[src/rtl/fifo_tx_serializer_if.sv]
// FIFO read-side bundle between fifo_tx_serializer (master) and an upstream
// synchronous FIFO (slave).
interface fifo_tx_serializer_if;
  logic       fifo_empty;
  logic [7:0] fifo_data;
  logic       fifo_read_en;

  modport master (
    input  fifo_empty,
    input  fifo_data,
    output fifo_read_en
  );

  modport slave (
    output fifo_empty,
    output fifo_data,
    input  fifo_read_en
  );
endinterface

[src/rtl/fifo_tx_serializer.sv]
// Pops bytes from a synchronous FIFO and sends them as 8N1 serial frames.
// Define FIFO_TX_PARITY_EN to insert an even-parity bit between DATA and STOP.
module fifo_tx_serializer #(
  parameter int CLKS_PER_BIT = 4
) (
  input  logic                        clk,
  input  logic                        reset,
  input  logic                        tx_en,
  fifo_tx_serializer_if.master        fifo,
  output logic                        tx,
  output logic                        busy,
  output logic                        frame_done
);

  typedef enum logic [2:0] {
    IDLE   = 3'd0,
    POP    = 3'd1,
    WAIT   = 3'd2,
    START  = 3'd3,
    DATA   = 3'd4,
`ifdef FIFO_TX_PARITY_EN
    PARITY = 3'd5,
`endif
    STOP   = 3'd6
  } state_t;

  localparam logic [7:0] CNT_LAST = 8'(CLKS_PER_BIT - 1);

`ifdef FIFO_TX_PARITY_EN
  function automatic logic even_parity(input logic [7:0] b);
    return ^b;
  endfunction
`endif

  state_t      state_r, state_next_s;
  logic [7:0]  cnt_r, cnt_next_s;
  logic [2:0]  idx_r, idx_next_s;
  logic [7:0]  sh_r, sh_next_s;
  logic        tx_r, tx_next_s;
  logic        read_en_r;
  logic        busy_r;
  logic        done_r;
  logic        bit_end_s;
`ifdef FIFO_TX_PARITY_EN
  logic        par_r, par_next_s;
`endif

  assign bit_end_s         = (cnt_r == 8'd0);
  assign fifo.fifo_read_en = read_en_r;
  assign tx                = tx_r;
  assign busy              = busy_r;
  assign frame_done        = done_r;

  // Next-state, bit timing, shift register and the next serial line level
  always_comb begin
    state_next_s = state_r;
    cnt_next_s   = cnt_r;
    idx_next_s   = idx_r;
    sh_next_s    = sh_r;
    tx_next_s    = tx_r;
`ifdef FIFO_TX_PARITY_EN
    par_next_s   = par_r;
`endif
    case (state_r)
      IDLE: begin
        cnt_next_s = 8'd0;
        idx_next_s = 3'd0;
        tx_next_s  = 1'b1;
        if (tx_en && !fifo.fifo_empty) begin
          state_next_s = POP;
        end else begin
          state_next_s = IDLE;
        end
      end
      POP: begin
        state_next_s = WAIT;
        tx_next_s    = 1'b1;
      end
      WAIT: begin
        // FIFO read data is valid now, one cycle after the pop
        state_next_s = START;
        sh_next_s    = fifo.fifo_data;
        cnt_next_s   = CNT_LAST;
        tx_next_s    = 1'b0;
`ifdef FIFO_TX_PARITY_EN
        par_next_s   = even_parity(fifo.fifo_data);
`endif
      end
      START: begin
        if (bit_end_s) begin
          state_next_s = DATA;
          cnt_next_s   = CNT_LAST;
          idx_next_s   = 3'd0;
          tx_next_s    = sh_r[0];
        end else begin
          cnt_next_s   = cnt_r - 8'd1;
        end
      end
      DATA: begin
        if (bit_end_s) begin
          cnt_next_s = CNT_LAST;
          if (idx_r == 3'd7) begin
`ifdef FIFO_TX_PARITY_EN
            state_next_s = PARITY;
            tx_next_s    = par_r;
`else
            state_next_s = STOP;
            tx_next_s    = 1'b1;
`endif
          end else begin
            idx_next_s = idx_r + 3'd1;
            sh_next_s  = {1'b0, sh_r[7:1]};
            tx_next_s  = sh_r[1];
          end
        end else begin
          cnt_next_s = cnt_r - 8'd1;
        end
      end
`ifdef FIFO_TX_PARITY_EN
      PARITY: begin
        if (bit_end_s) begin
          state_next_s = STOP;
          cnt_next_s   = CNT_LAST;
          tx_next_s    = 1'b1;
        end else begin
          cnt_next_s   = cnt_r - 8'd1;
        end
      end
`endif
      STOP: begin
        if (bit_end_s) begin
          state_next_s = IDLE;
          cnt_next_s   = 8'd0;
          tx_next_s    = 1'b1;
        end else begin
          cnt_next_s   = cnt_r - 8'd1;
        end
      end
      default: begin
        state_next_s = IDLE;
        cnt_next_s   = 8'd0;
        tx_next_s    = 1'b1;
      end
    endcase
  end

  // State, datapath and registered outputs; reset drops any frame in flight
  always_ff @(posedge clk) begin
    if (reset) begin
      state_r   <= IDLE;
      cnt_r     <= 8'd0;
      idx_r     <= 3'd0;
      sh_r      <= 8'd0;
      tx_r      <= 1'b1;
      read_en_r <= 1'b0;
      busy_r    <= 1'b0;
      done_r    <= 1'b0;
`ifdef FIFO_TX_PARITY_EN
      par_r     <= 1'b0;
`endif
    end else begin
      state_r   <= state_next_s;
      cnt_r     <= cnt_next_s;
      idx_r     <= idx_next_s;
      sh_r      <= sh_next_s;
      tx_r      <= tx_next_s;
      read_en_r <= (state_next_s == POP);
      busy_r    <= (state_next_s != IDLE);
      // cnt_r == 1 in STOP means the coming cycle is the last of the stop bit
      done_r    <= (state_r == STOP) && (cnt_r == 8'd1);
`ifdef FIFO_TX_PARITY_EN
      par_r     <= par_next_s;
`endif
    end
  end

endmodule

[src/flat_wrapper.sv]
// flat-port wrapper written by rule: the top's interface ports become plain ports
module fifo_tx_serializer_flat 
#(
  parameter int CLKS_PER_BIT = 4
)
  (clk, reset, tx_en, tx, busy, frame_done, fifo_fifo_empty, fifo_fifo_data, fifo_fifo_read_en);
  fifo_tx_serializer_if fifo_i ();
  input  logic clk;
  input  logic reset;
  input  logic tx_en;
  output logic tx;
  output logic busy;
  output logic frame_done;
  input wire logic [$bits(fifo_i.fifo_empty)-1:0] fifo_fifo_empty;
  input wire logic [$bits(fifo_i.fifo_data)-1:0] fifo_fifo_data;
  output wire logic [$bits(fifo_i.fifo_read_en)-1:0] fifo_fifo_read_en;
  assign fifo_i.fifo_empty = fifo_fifo_empty;
  assign fifo_i.fifo_data = fifo_fifo_data;
  assign fifo_fifo_read_en = fifo_i.fifo_read_en;
  fifo_tx_serializer #(.CLKS_PER_BIT(CLKS_PER_BIT)) u_core (.clk(clk), .reset(reset), .tx_en(tx_en), .fifo(fifo_i), .tx(tx), .busy(busy), .frame_done(frame_done));
endmodule
[config.mk]
export PLATFORM = sky130hd
export DESIGN_NAME = fifo_tx_serializer_flat
export DESIGN_NICKNAME = d
export VERILOG_FILES = /design/src/rtl/fifo_tx_serializer_if.sv /design/src/rtl/fifo_tx_serializer.sv /design/src/flat_wrapper.sv
export SDC_FILE = /design/constraint.sdc
export NUM_CORES = 1
export LEC_CHECK = 0
export BUFFER_PORTS_ARGS = -buffer_cell sky130_fd_sc_hd__buf_2
export CORE_AREA = 2 2 56 58
export CTS_BUF_LIST = sky130_fd_sc_hd__clkbuf_8
export DETAILED_ROUTE_END_ITERATION = 6
export DIE_AREA = 0 0 58 60
export PLACE_DENSITY_LB_ADDON = 0.08
export SYNTH_ARGS = -nofsm -noshare
export SYNTH_HDL_FRONTEND = slang
export SYNTH_SLANG_ARGS = --single-unit
[constraint.sdc]
create_clock -name clk -period 2.6 [get_ports clk]
set_clock_uncertainty 0.1 [all_clocks]
set_input_delay 0.13 -clock clk [delete_from_list [all_inputs] [get_ports clk]]
set_output_delay 0.13 -clock clk [all_outputs]
set_load 0.02 [all_outputs]
==> metrics.md, run 1 <==
| Metric | Value |
|---|---|
| Initial antenna violation count | 0 |
| Endpoints failing setup | 0 |
| Detail Placement HPWL | between 2000 and 2500 microns |
| First-pass GRT wire length | a little under 5000 microns |
| DR DRC count | 0 |
| RSZ-0062 raised after global routing | false |
| Worst slew margin | between 60% and 70% |
| Final Max Tran Viols | 0 |
| Setup TNS | 0 ns |
| GRT met2 Usage | a little under a third |
| Post-synth top area share | about 37% |
| Crit-path slowest cell | nor3b_2 |
| Most common cell after layout, fill and taps aside | dfxtp_1 |
| Hold Vio Cnt, Final | 0 |
| Net count of the mapped netlist | around 180 |
| CTS max path bufs | 2 |
| Busiest layer in global routing | met2 |
| Count of different cell masters after synthesis | 42 |
| # Post-CTS Setup Buffers | 0 |
| WS Path Type | register to register |
| Worst Hold Class | input pin to register |
| Worst Setup Slack, final | between 0.4 and 0.5 ns |
| Ratio of cells with drive above 1 in the final layout | between 20% and 30% |
| Initial DRC count | 47 |
| Std cell rows | 20 |
| Htree depth | 1 |
| Tcrit/Tclk final | about 80% |
| Outcome | finished, final reports clean |
| Number of max-cap violations | 0 |
| CP cell instances | nor3b_2 > mux2_2 > or3_1 > o211a_1 |
| Area grow syn2layout | 9.58% |
| Root Buffer | clkbuf_8 |
| Worst-path clk slew | 0.08 ns |
| Total Wirelength | between 2000 and 3000 microns |
| Fmax | about 0.47 GHz |
| Largest net degree at the start of global routing | 20 |
| Post-synth EDFFs | 0 |
| Vias in the first global route | between 1000 and 1500 |
| Worst-path fanout max | 12 |
| Post-Syn Area | roughly 1400 sq um |
| Clk_lat worst skew | between 0.2 and 0.3 ns |
| All-Layer GR Usage | between 10% and 20% |
| CP endpoint kind | register |
| Non-filler cells, final | 203 |
| TritonCTS Buffers | 3 |
| Remaining global-route overflow | 0 |
| Number of I/O pins | 16 |
| Worst Path Arrival | 2.20 ns |
| Yosys reg bits | 26 |
| Peak supply drop | approximately 380 uV |
| Main synth FF type | dfxtp_1 |
| Leak | between 0.6 and 0.7 nW |
| Most frequent cells in the layout | dfxtp_1 (26), nor2_1 (16), buf_2 (15) |
| Post-synthesis sequential area ratio | about 37% |
| CTS resizes | 0 |
| Worst endpoint required time | 2.67 ns |
| Grt met3 use | 2.60% |
| Yosys top cell by area | dfxtp_1 |
| Die W | ~58 microns |
| GRT met1 Usage | between 20% and 30% |
| Gpl congestion | ~0.83 |
| DR vias/cell | 5.91 |
| Drt pass-1 iters | 4 |
| Area contributors post-synth | dfxtp_1 (37%), o211a_1 (5.0%), mux2_2 (4.8%), ha_1 (4.4%), nor2_1 (4.3%) |
| Initial Util | between 40% and 50% |
| Min cycle time layout | approximately 2.1 ns |
| WL/cell | 14.6 microns |
| PortBufs | 15 |
| Pwr dens | between 500 and 600 nW/um^2 |
| CP startpoint kind | register |
| Via count | 1200 |
| Synth async-reset ratio | 0% |
| Synthesis warning total | 0 |
| Post-Place Cells | 200 |
| Final nets | 189 |
| Setup WS pre-CTS | between 0.4 and 0.5 ns |
| Die H | roughly 60 microns |
| Worst-margin pin slew | approximately 0.57 ns |
| FILL cells | 296 |
| CTS Hold Bufs | 0 |
| Post-synthesis cell count | 158 |
| CTS tree | yes |
| Max stage delay on crit path | 0.56 ns |
| Antenna diodes | 0 |
| Die area | between 3000 and 4000 sq um |
| WHS | a little over 0.02 ns |
| Antenna Nets Post-Route | 0 |
| Clock tree sinks | 26 |
| Syn_area_per_cell | 8.92 sq um |
| Core footprint | between 2000 and 3000 sq um |
-- synthesized netlist by cell type (all sizes together) (2+ instances only) --
master  count
a211oi      2
a21oi       9
a221oi      2
a31oi       3
a32o        2
and3        2
buf         4
clkbuf      5
dfxtp      26
ha          5
inv         5
mux2        6
nand2       9
nand3       9
nand3b      3
nand4       3
nor2       17
nor2b       3
nor3        5
nor3b       2
nor4        2
o211a       7
o21ai       4
or3         6
or3b        2
xor2        5
-- cells by family (layout without fill, tap and decap cells) --
kind of cell	count (synthesis)	in the layout	share of synthesized area, %
xor+xnor	5	5	3.11
simple gates	65	65	26.0
buf+inv	14	26	4.53
flops	26	26	36.9
mux	6	6	4.79
compound gates	37	37	20.2
fa+ha+maj	5	5	4.44
-- cell type report --
| cell class | count | area [sq um] | area share (%) |
|---|---|---|---|
| Clock buffer | 3 | 41.3 | 2.67 |
| Inverter | 5 | 18.8 | 1.21 |
| Multi-Input combinational cell | 118 | 826 | 53.4 |
| Sequential cell | 26 | 520 | 33.7 |
| Tap cell | 33 | 41.3 | 2.67 |
| Timing Repair Buffer | 18 | 97.6 | 6.32 |
-- metal layers --
layer	share of wire [%]	wire length, microns	vias to the layer above
li1	-	-	603
met2	48	1410	25
met5	0	0	-
met4	2.0	58	0
met1	47	1380	568
met3	3.8	113	4
-- where the power goes --
| group | switching (W) | internal, W |
|---|---|---|
| logic | 0.000131 | 0.0000969 |
| clock network | 0.000118 | 0.000104 |
| registers | 0.0000258 | 0.000425 |
-- critical path, delay by kind of cell (launching register included) --
kind               cells  cell delay, ns
AOI/OAI and AO/OA      1            0.14
DFF                    1            0.54
muxes                  1            0.39
and+or+nand+nor        2            0.86
-- final timing paths --
path                           from  slack (ns)  depth (start not counted)             end
hold reg to reg           u_core.tx        0.38                          1       u_core.tx
setup / recovery  u_core.state_r[2]        0.47                          4  u_core.sh_r[1]
hold / removal    fifo_fifo_data[7]        0.02                          3  u_core.sh_r[7]
setup reg to reg  u_core.state_r[2]        0.47                          4  u_core.sh_r[1]
-- flip-flops by register name (all words and copies together) (netlist names) --
signal,flops
u_core.busy,1
u_core.cnt_r,8
u_core.fifo.fifo_read_en,1
u_core.frame_done,1
u_core.idx_r,3
u_core.sh_r,8
u_core.state_r,3
u_core.tx,1
-- metrics by stage --
stage	util, %	cell area, sq um	power (W)
floorplan	-	1410	0.000636
CTS	53.2	1550	0.000910
global placement	51.8	1500	0.000682
detailed placement	51.8	1500	0.000687
global route	53.2	1550	0.000957
finish	53.2	1550	0.000901
(Power assumes the default switching activity.)
==> run 2, diff against run 1 <==
ABC_AREA = 1   (was not set)
clock period = 1.9 ns   (was 2.6 ns; I/O delays follow)
==> run 2 against run 1 <==
  * Synthesized cell count increased by 34%
  * Critical path depth increased by 5
  * Sequential power increased by 37%
  * Total power increased by 35%
  * Clock power increased by 38%
  * Global-route usage decreased by 2.1 points
  * Non-clock buffer count unchanged
  * Combinational power increased by 28%
  * Sequential share of layout area decreased by 0.24 points
  * Routed wire length decreased by 6.9%
  * Clock-buffer cell count unchanged
  * Die area unchanged
  * Critical path type unchanged
  * Largest cell class unchanged
==> metrics.md, run 2 <==
| Metric | Value |
|---|---|
| Via count | 1297 (was 1200) |
| Post-synthesis sequential area ratio | 37.4% (was 36.9%) |
| Worst Path Arrival | 1.71 ns (was 2.20 ns) |
| Clock tree sinks | 26 (unchanged) |
| Final Max Tran Viols | 0 (unchanged) |
| DR DRC count | 0 (unchanged) |
| Synthesis warning total | 0 (unchanged) |
| Area grow syn2layout | 11.8% (was 9.58%) |
| TritonCTS Buffers | 3 (unchanged) |
| Top-count cell post-synth | nand2_1 (was dfxtp_1) |
| Post-synth top cells | nand2_1 (63), nor2_1 (37), dfxtp_1 (26), inv_1 (19), o21ai_0 (16) (was dfxtp_1 (26), nor2_1 (16), a21oi_1 (9), nand3_1 (9), nand2_1 (8)) |
| Vias in the first global route | 1128 (was 1100) |
| Count of different cell masters after synthesis | 25 (was 42) |
| Worst Hold Class | input pin to register (unchanged) |
| Number of I/O pins | 16 (unchanged) |
| DR vias/cell | 4.97 (was 5.91) |
| Antenna diodes | 0 (unchanged) |
| Ratio of cells with drive above 1 in the final layout | 13.6% (was 20.6%) |
| Largest net degree at the start of global routing | 21 (was 20) |
| All-Layer GR Usage | 16.7% (was 18.8%) |
| Std cell rows | 20 (unchanged) |
| Outcome | finished, final reports clean (unchanged) |
| Tcrit/Tclk final | 86.8% (was 82.0%) |
| Endpoints failing setup | 0 (unchanged) |
| CTS max path bufs | 2 (unchanged) |
| Post-synth top area share | 37.4% (was 36.9%) |
| Post-synth EDFFs | 0 (unchanged) |
| Design Area, Final | 1560 sq um (was 1550 sq um) |
| CP endpoint kind | register (unchanged) |
| Synth async-reset ratio | 0% (unchanged) |
| Reg2Reg Setup Slack | 0.25 ns (was 0.47 ns) |
| Number of max-cap violations | 0 (unchanged) |
| CP startpoint kind | register (unchanged) |
| Remaining global-route overflow | 0 (unchanged) |
| Initial DRC count | 37 (was 47) |
| Most common cell after layout, fill and taps aside | nand2_1 (was dfxtp_1) |
| PortBufs | 15 (unchanged) |
| FILL cells | 297 (was 296) |
| Die H | 60 microns (unchanged) |
| Post-synthesis cell count | 211 (was 158) |
| Root Buffer | clkbuf_8 (unchanged) |
| WS Path Type | register to register (unchanged) |
| Detail Placement HPWL | 2100 microns (was 2160 microns) |
| Gpl congestion | 0.855 (was 0.833) |
| Net count of the mapped netlist | 228 (was 175) |
| Yosys top cell by area | dfxtp_1 (unchanged) |
| Leak | 0.832 nW (was 0.697 nW) |
| Initial antenna violation count | 0 (unchanged) |
| Pwr Total | 0.00122 W (was 0.000901 W) |
| Worst-path clk slew | 0.09 ns (was 0.08 ns) |
| Yosys reg bits | 26 (unchanged) |
| Total Wirelength | 2750 microns (was 2950 microns) |
| Hold Vio Cnt, Final | 0 (unchanged) |
| Htree depth | 1 (unchanged) |
| Drt pass-1 iters | 4 (unchanged) |
| Final nets | 247 (was 189) |
| Min cycle time layout | 1.65 ns (was 2.13 ns) |
| Die area | 3480 sq um (unchanged) |
| Syn_area_per_cell | 6.60 sq um (was 8.92 sq um) |
| Worst-margin pin slew | 0.555 ns (was 0.568 ns) |
| Antenna Nets Post-Route | 0 (unchanged) |
| Clk_lat worst skew | 0.26 ns (was 0.27 ns) |
| Worst slew margin | 63.0% (was 62.0%) |
| CTS tree | yes (unchanged) |
| Core footprint | 2900 sq um (unchanged) |
| Worst Setup Slack, final | 0.251 ns (was 0.469 ns) |
| Worst endpoint required time | 1.97 ns (was 2.67 ns) |
| Peak supply drop | 474 uV (was 381 uV) |
| Pwr dens | 782 nW/um^2 (was 583 nW/um^2) |
| Biggest regs | u_core.cnt_r x8, u_core.sh_r x8 (unchanged) |
| Main synth FF type | dfxtp_1 (unchanged) |
| Area contributors post-synth | dfxtp_1 (37%), nand2_1 (17%), nor2_1 (10%), o21ai_0 (5.8%), inv_1 (5.1%) (was dfxtp_1 (37%), o211a_1 (5.0%), mux2_2 (4.8%), ha_1 (4.4%), nor2_1 (4.3%)) |
| RSZ-0062 raised after global routing | false (unchanged) |
| Initial Util | 48.0% (was 48.6%) |
| WL/cell | 10.5 microns (was 14.6 microns) |
| Setup TNS | 0 ns (unchanged) |
| Fmax | 0.607 GHz (was 0.469 GHz) |
| First-pass GRT wire length | 4530 microns (was 4930 microns) |
| Most frequent cells in the layout | nand2_1 (63), nor2_1 (37), dfxtp_1 (26) (was dfxtp_1 (26), nor2_1 (16), buf_2 (15)) |
| Worst-path fanout max | 10 (was 12) |
| Placed cell area | 1510 sq um (was 1500 sq um) |
| Die W | 58 microns (unchanged) |
| Post-layout util | 53.6% (was 53.2%) |
| Setup WS pre-CTS | 0.267 ns (was 0.486 ns) |
| Post-Syn Area | 1390 sq um (was 1410 sq um) |
-- run 2: routing by layer --
| metal | up-vias | global-route usage, % | part of all wire (%) |
|---|---|---|---|
| li1 | 701 | - | - |
| met1 | 580 | 20.3 | 48 |
| met2 | 14 | 29.9 | 49 |
| met3 | 2 | 1.30 | 2.3 |
| met4 | 0 | 7.64 | 0.69 |
| met5 | - | 0 | 0 |
-- run 2: stage by stage --
step | cells | hold slack (ns)
after global placement | 257 | 0.222
after CTS | 261 | 0.0131
after floorplan | 211 | 0.0641
final | 261 | 0.0189
after global routing | 261 | 0.0386
after detailed placement | 257 | 0.225
-- run 2: cell type report --
cell class	count	area, sq um	share of cell area, %
Timing Repair Buffer	18	100	6.43
Inverter	22	82.6	5.31
Tap cell	33	41.3	2.65
Multi-Input combinational cell	159	771	49.5
Clock buffer	3	41.3	2.65
Sequential cell	26	520	33.4
-- run 2: final timing paths --
kind | start | end | depth (start not counted)
worst max-delay path | u_core.cnt_r[0] | u_core.sh_r[1] | 9
worst min register to register | u_core.cnt_r[7] | u_core.cnt_r[7] | 2
worst min-delay path | fifo_fifo_empty | u_core.fifo.fifo_read_en | 3
worst max register to register | u_core.cnt_r[0] | u_core.sh_r[1] | 9
-- run 2: cell families after synthesis --
| group | synth area share, % |
|---|---|
| simple gates | 38.0 |
| buf+inv | 7.28 |
| flops | 37.4 |
| compound gates | 9.70 |
| xor+xnor | 3.14 |
| fa+ha+maj | 4.49 |
-- run 2: repair_timing --
action,in CTS,in global routing
endpoints found under the hold margin,4,0
gates resized for setup,0,0
setup endpoints to repair,0,0
hold buffers,1,0
setup buffers,0,0
-- run 2: worst max-delay path, cell delays in order (launching register included) --
cell and delay, ns:
dfxtp_1 0.34, inv_1 0.13, ha_1 0.16, nand2_1 0.09
nor2_2 0.19, nor2_1 0.09, nor2_4 0.19, inv_2 0.11
nor2_1 0.11, nor2_1 0.05
-- run 2: power breakdown --
| group | switching, W | internal, W | leakage (nW) |
|---|---|---|---|
| logic | 0.000185 | 0.000107 | 0.599 |
| clock network | 0.000164 | 0.000142 | 0.0216 |
| registers | 0.0000282 | 0.000592 | 0.212 |
==> run 3, diff against run 2 <==
CORE_AREA = 4 4 58 60   (was 2 2 56 58)
DIE_AREA = 0 0 62 64   (was 0 0 58 60)
==> run 3 against run 2 <==
  * Final cell count fell by 0.38%
  * Sequential power is essentially flat
  * Via count shrank 3.3%
  * Register-to-register slack lost 0.02 ns
  * Core utilization fell by 0.54 points
  * Critical endpoint is now u_core.sh_r[2]
  * Largest power group unchanged
  * Highest routed layer unchanged
==> metrics.md, run 3 (synthesis gave the netlist of run 2 again) <==
| Metric | Value |
|---|---|
| Leak | 0.832 nW (about the same) |
| Most frequent CP cell | nor2_1 (unchanged) |
| Antenna Nets Post-Route | 0 (unchanged) |
| Gpl congestion | 0.931 (was 0.855) |
| Crit path launch | u_core.cnt_r[0] (unchanged) |
| Placed cell area | 1500 sq um (was 1510 sq um) |
| Min-delay src | fifo_fifo_empty (unchanged) |
| Post-Place Cells | 256 (was 257) |
| Antenna diodes | 0 (unchanged) |
| Initial antenna violation count | 0 (unchanged) |
| All-Layer GR Usage | 16.4% (was 16.7%) |
| Clock tree sinks | 26 (unchanged) |
| Most common cell after layout, fill and taps aside | nand2_1 (unchanged) |
| Min cycle time layout | 1.67 ns (was 1.65 ns) |
| Tcrit/Tclk final | 87.9% (was 86.8%) |
| Worst-path fanout max | 10 (unchanged) |
| RSZ-0062 raised after global routing | false (unchanged) |
| Total Wirelength | 2740 microns (was 2750 microns) |
| Reg2Reg Setup Slack | 0.23 ns (was 0.25 ns) |
| Worst endpoint required time | 1.97 ns (about the same) |
| Detail Placement HPWL | 2040 microns (was 2100 microns) |
| Biggest regs | u_core.cnt_r x8, u_core.sh_r x8 (unchanged) |
| Max stage delay on crit path | 0.33 ns (was 0.34 ns) |
| Std cell rows | 20 (unchanged) |
| Ratio of cells with drive above 1 in the final layout | 13.2% (was 13.6%) |
| Final nets | 246 (was 247) |
| CTS tree | yes (unchanged) |
| Initial DRC count | 45 (was 37) |
| Die W | 62 microns (was 58 microns) |
| Worst slew margin | 62.1% (was 63.0%) |
| First-pass GRT wire length | 5110 microns (was 4530 microns) |
| Initial Util | 47.6% (was 48.0%) |
| Setup TNS | 0 ns (unchanged) |
| Htree depth | 1 (unchanged) |
| CP startpoint kind | register (unchanged) |
| TritonCTS Buffers | 3 (unchanged) |
| CP endpoint kind | register (unchanged) |
| Most frequent cells in the layout | nand2_1 (63), nor2_1 (37), dfxtp_1 (26) (unchanged) |
| WS Path Type | register to register (unchanged) |
| DR DRC count | 0 (unchanged) |
| Remaining global-route overflow | 0 (unchanged) |
| Peak supply drop | 514 uV (was 474 uV) |
| Die H | 64 microns (was 60 microns) |
| CP cell instances | inv_1 > ha_1 > nand2_1 > nor2_2 > nor2_1 > nor2_4 > inv_2 > nor2_1 > nor2_1 (unchanged) |
| Non-filler cells, final | 260 (was 261) |
| Design Area, Final | 1550 sq um (was 1560 sq um) |
| Fmax | 0.599 GHz (was 0.607 GHz) |
| Core footprint | 2930 sq um (was 2900 sq um) |
| WL/cell | 10.5 microns (about the same) |
| Clk_lat worst skew | 0.26 ns (about the same) |
| Root Buffer | clkbuf_8 (unchanged) |
| Largest net degree at the start of global routing | 21 (unchanged) |
| DR vias/cell | 4.82 (was 4.97) |
| Endpoints failing setup | 0 (unchanged) |
| PortBufs | 15 (unchanged) |
| Hold Vio Cnt, Final | 0 (unchanged) |
| Via count | 1254 (was 1297) |
| Worst Hold Class | input pin to register (unchanged) |
| Family with the most delay on the worst path | simple AND/OR/NAND/NOR gates (unchanged) |
| Critical R2R Launch | u_core.cnt_r[0] (unchanged) |
| Number of I/O pins | 16 (unchanged) |
| Area grow syn2layout | 11.6% (was 11.8%) |
| Final Max Tran Viols | 0 (unchanged) |
| Crit-path slowest cell | dfxtp_1 (unchanged) |
| Outcome | finished, final reports clean (unchanged) |
| Worst Path Arrival | 1.74 ns (was 1.71 ns) |
| # Post-CTS Setup Buffers | 0 (unchanged) |
| Pwr dens | 780 nW/um^2 (was 782 nW/um^2) |
| Drt pass-1 iters | 4 (unchanged) |
| Worst-margin pin slew | 0.569 ns (was 0.555 ns) |
| Vias in the first global route | 1229 (was 1128) |
| CTS max path bufs | 2 (unchanged) |
| Die area | 3970 sq um (was 3480 sq um) |
| Number of max-cap violations | 0 (unchanged) |
| Worst path bufs/invs | 2 (unchanged) |
| Worst-path clk slew | 0.08 ns (was 0.09 ns) |
run 3: worst register-to-register path: cells and delay by family, from the launching register on:
kind	cells	cell delay [ns]
buffers and inverters	2	0.24
adder cells (fa/ha/maj)	1	0.16
flip-flops	1	0.33
AND/OR/NAND/NOR	6	0.74
run 3: stage by stage:
step                      util, %  setup slack [ns]  power (W)  hold WS [ns]
after floorplan                 -             0.469   0.000854        0.0641
after global placement       51.2             0.251   0.000913         0.227
after detailed placement     51.2             0.225   0.000921         0.226
after CTS                    52.9             0.192    0.00123        0.0181
after global routing         53.1            0.0341    0.00131        0.0252
final                        53.1             0.230    0.00121        0.0229
run 3: final timing paths:
path	end	cells after the start
max reg2reg	u_core.sh_r[2]	9
min	u_core.fifo.fifo_read_en	3
min reg2reg	u_core.idx_r[1]	2
max	u_core.sh_r[2]	9
run 3: what timing repair did:
item,4_1_cts,5_1_grt
hold buffers,1,0
endpoints found under the hold margin,4,0
endpoints found under the setup margin,0,6
gates resized for setup,0,1
run 3: final cells by class:
type | instances | area [sq um]
fill | 291 | 1370
inverter | 22 | 82.6
sequential | 26 | 520
multi-input combinational | 159 | 776
clock buffer | 3 | 41.3
timing repair buffer | 17 | 92.6
tap | 33 | 41.3
run 3: where the power goes:
part	internal, W	leakage, nW	switching [W]
clock network	0.000142	0.0216	0.000158
registers	0.000592	0.212	0.0000281
logic	0.000106	0.599	0.000187
total	0.000840	0.832	0.000373
run 3: metal layers:
layer	track usage, %	vias to the layer above	wire (microns)
li1	-	691	-
met1	22.4	543	1380
met2	25.4	15	1240
met3	2.63	5	78
met4	5.84	0	42
met5	0	-	0
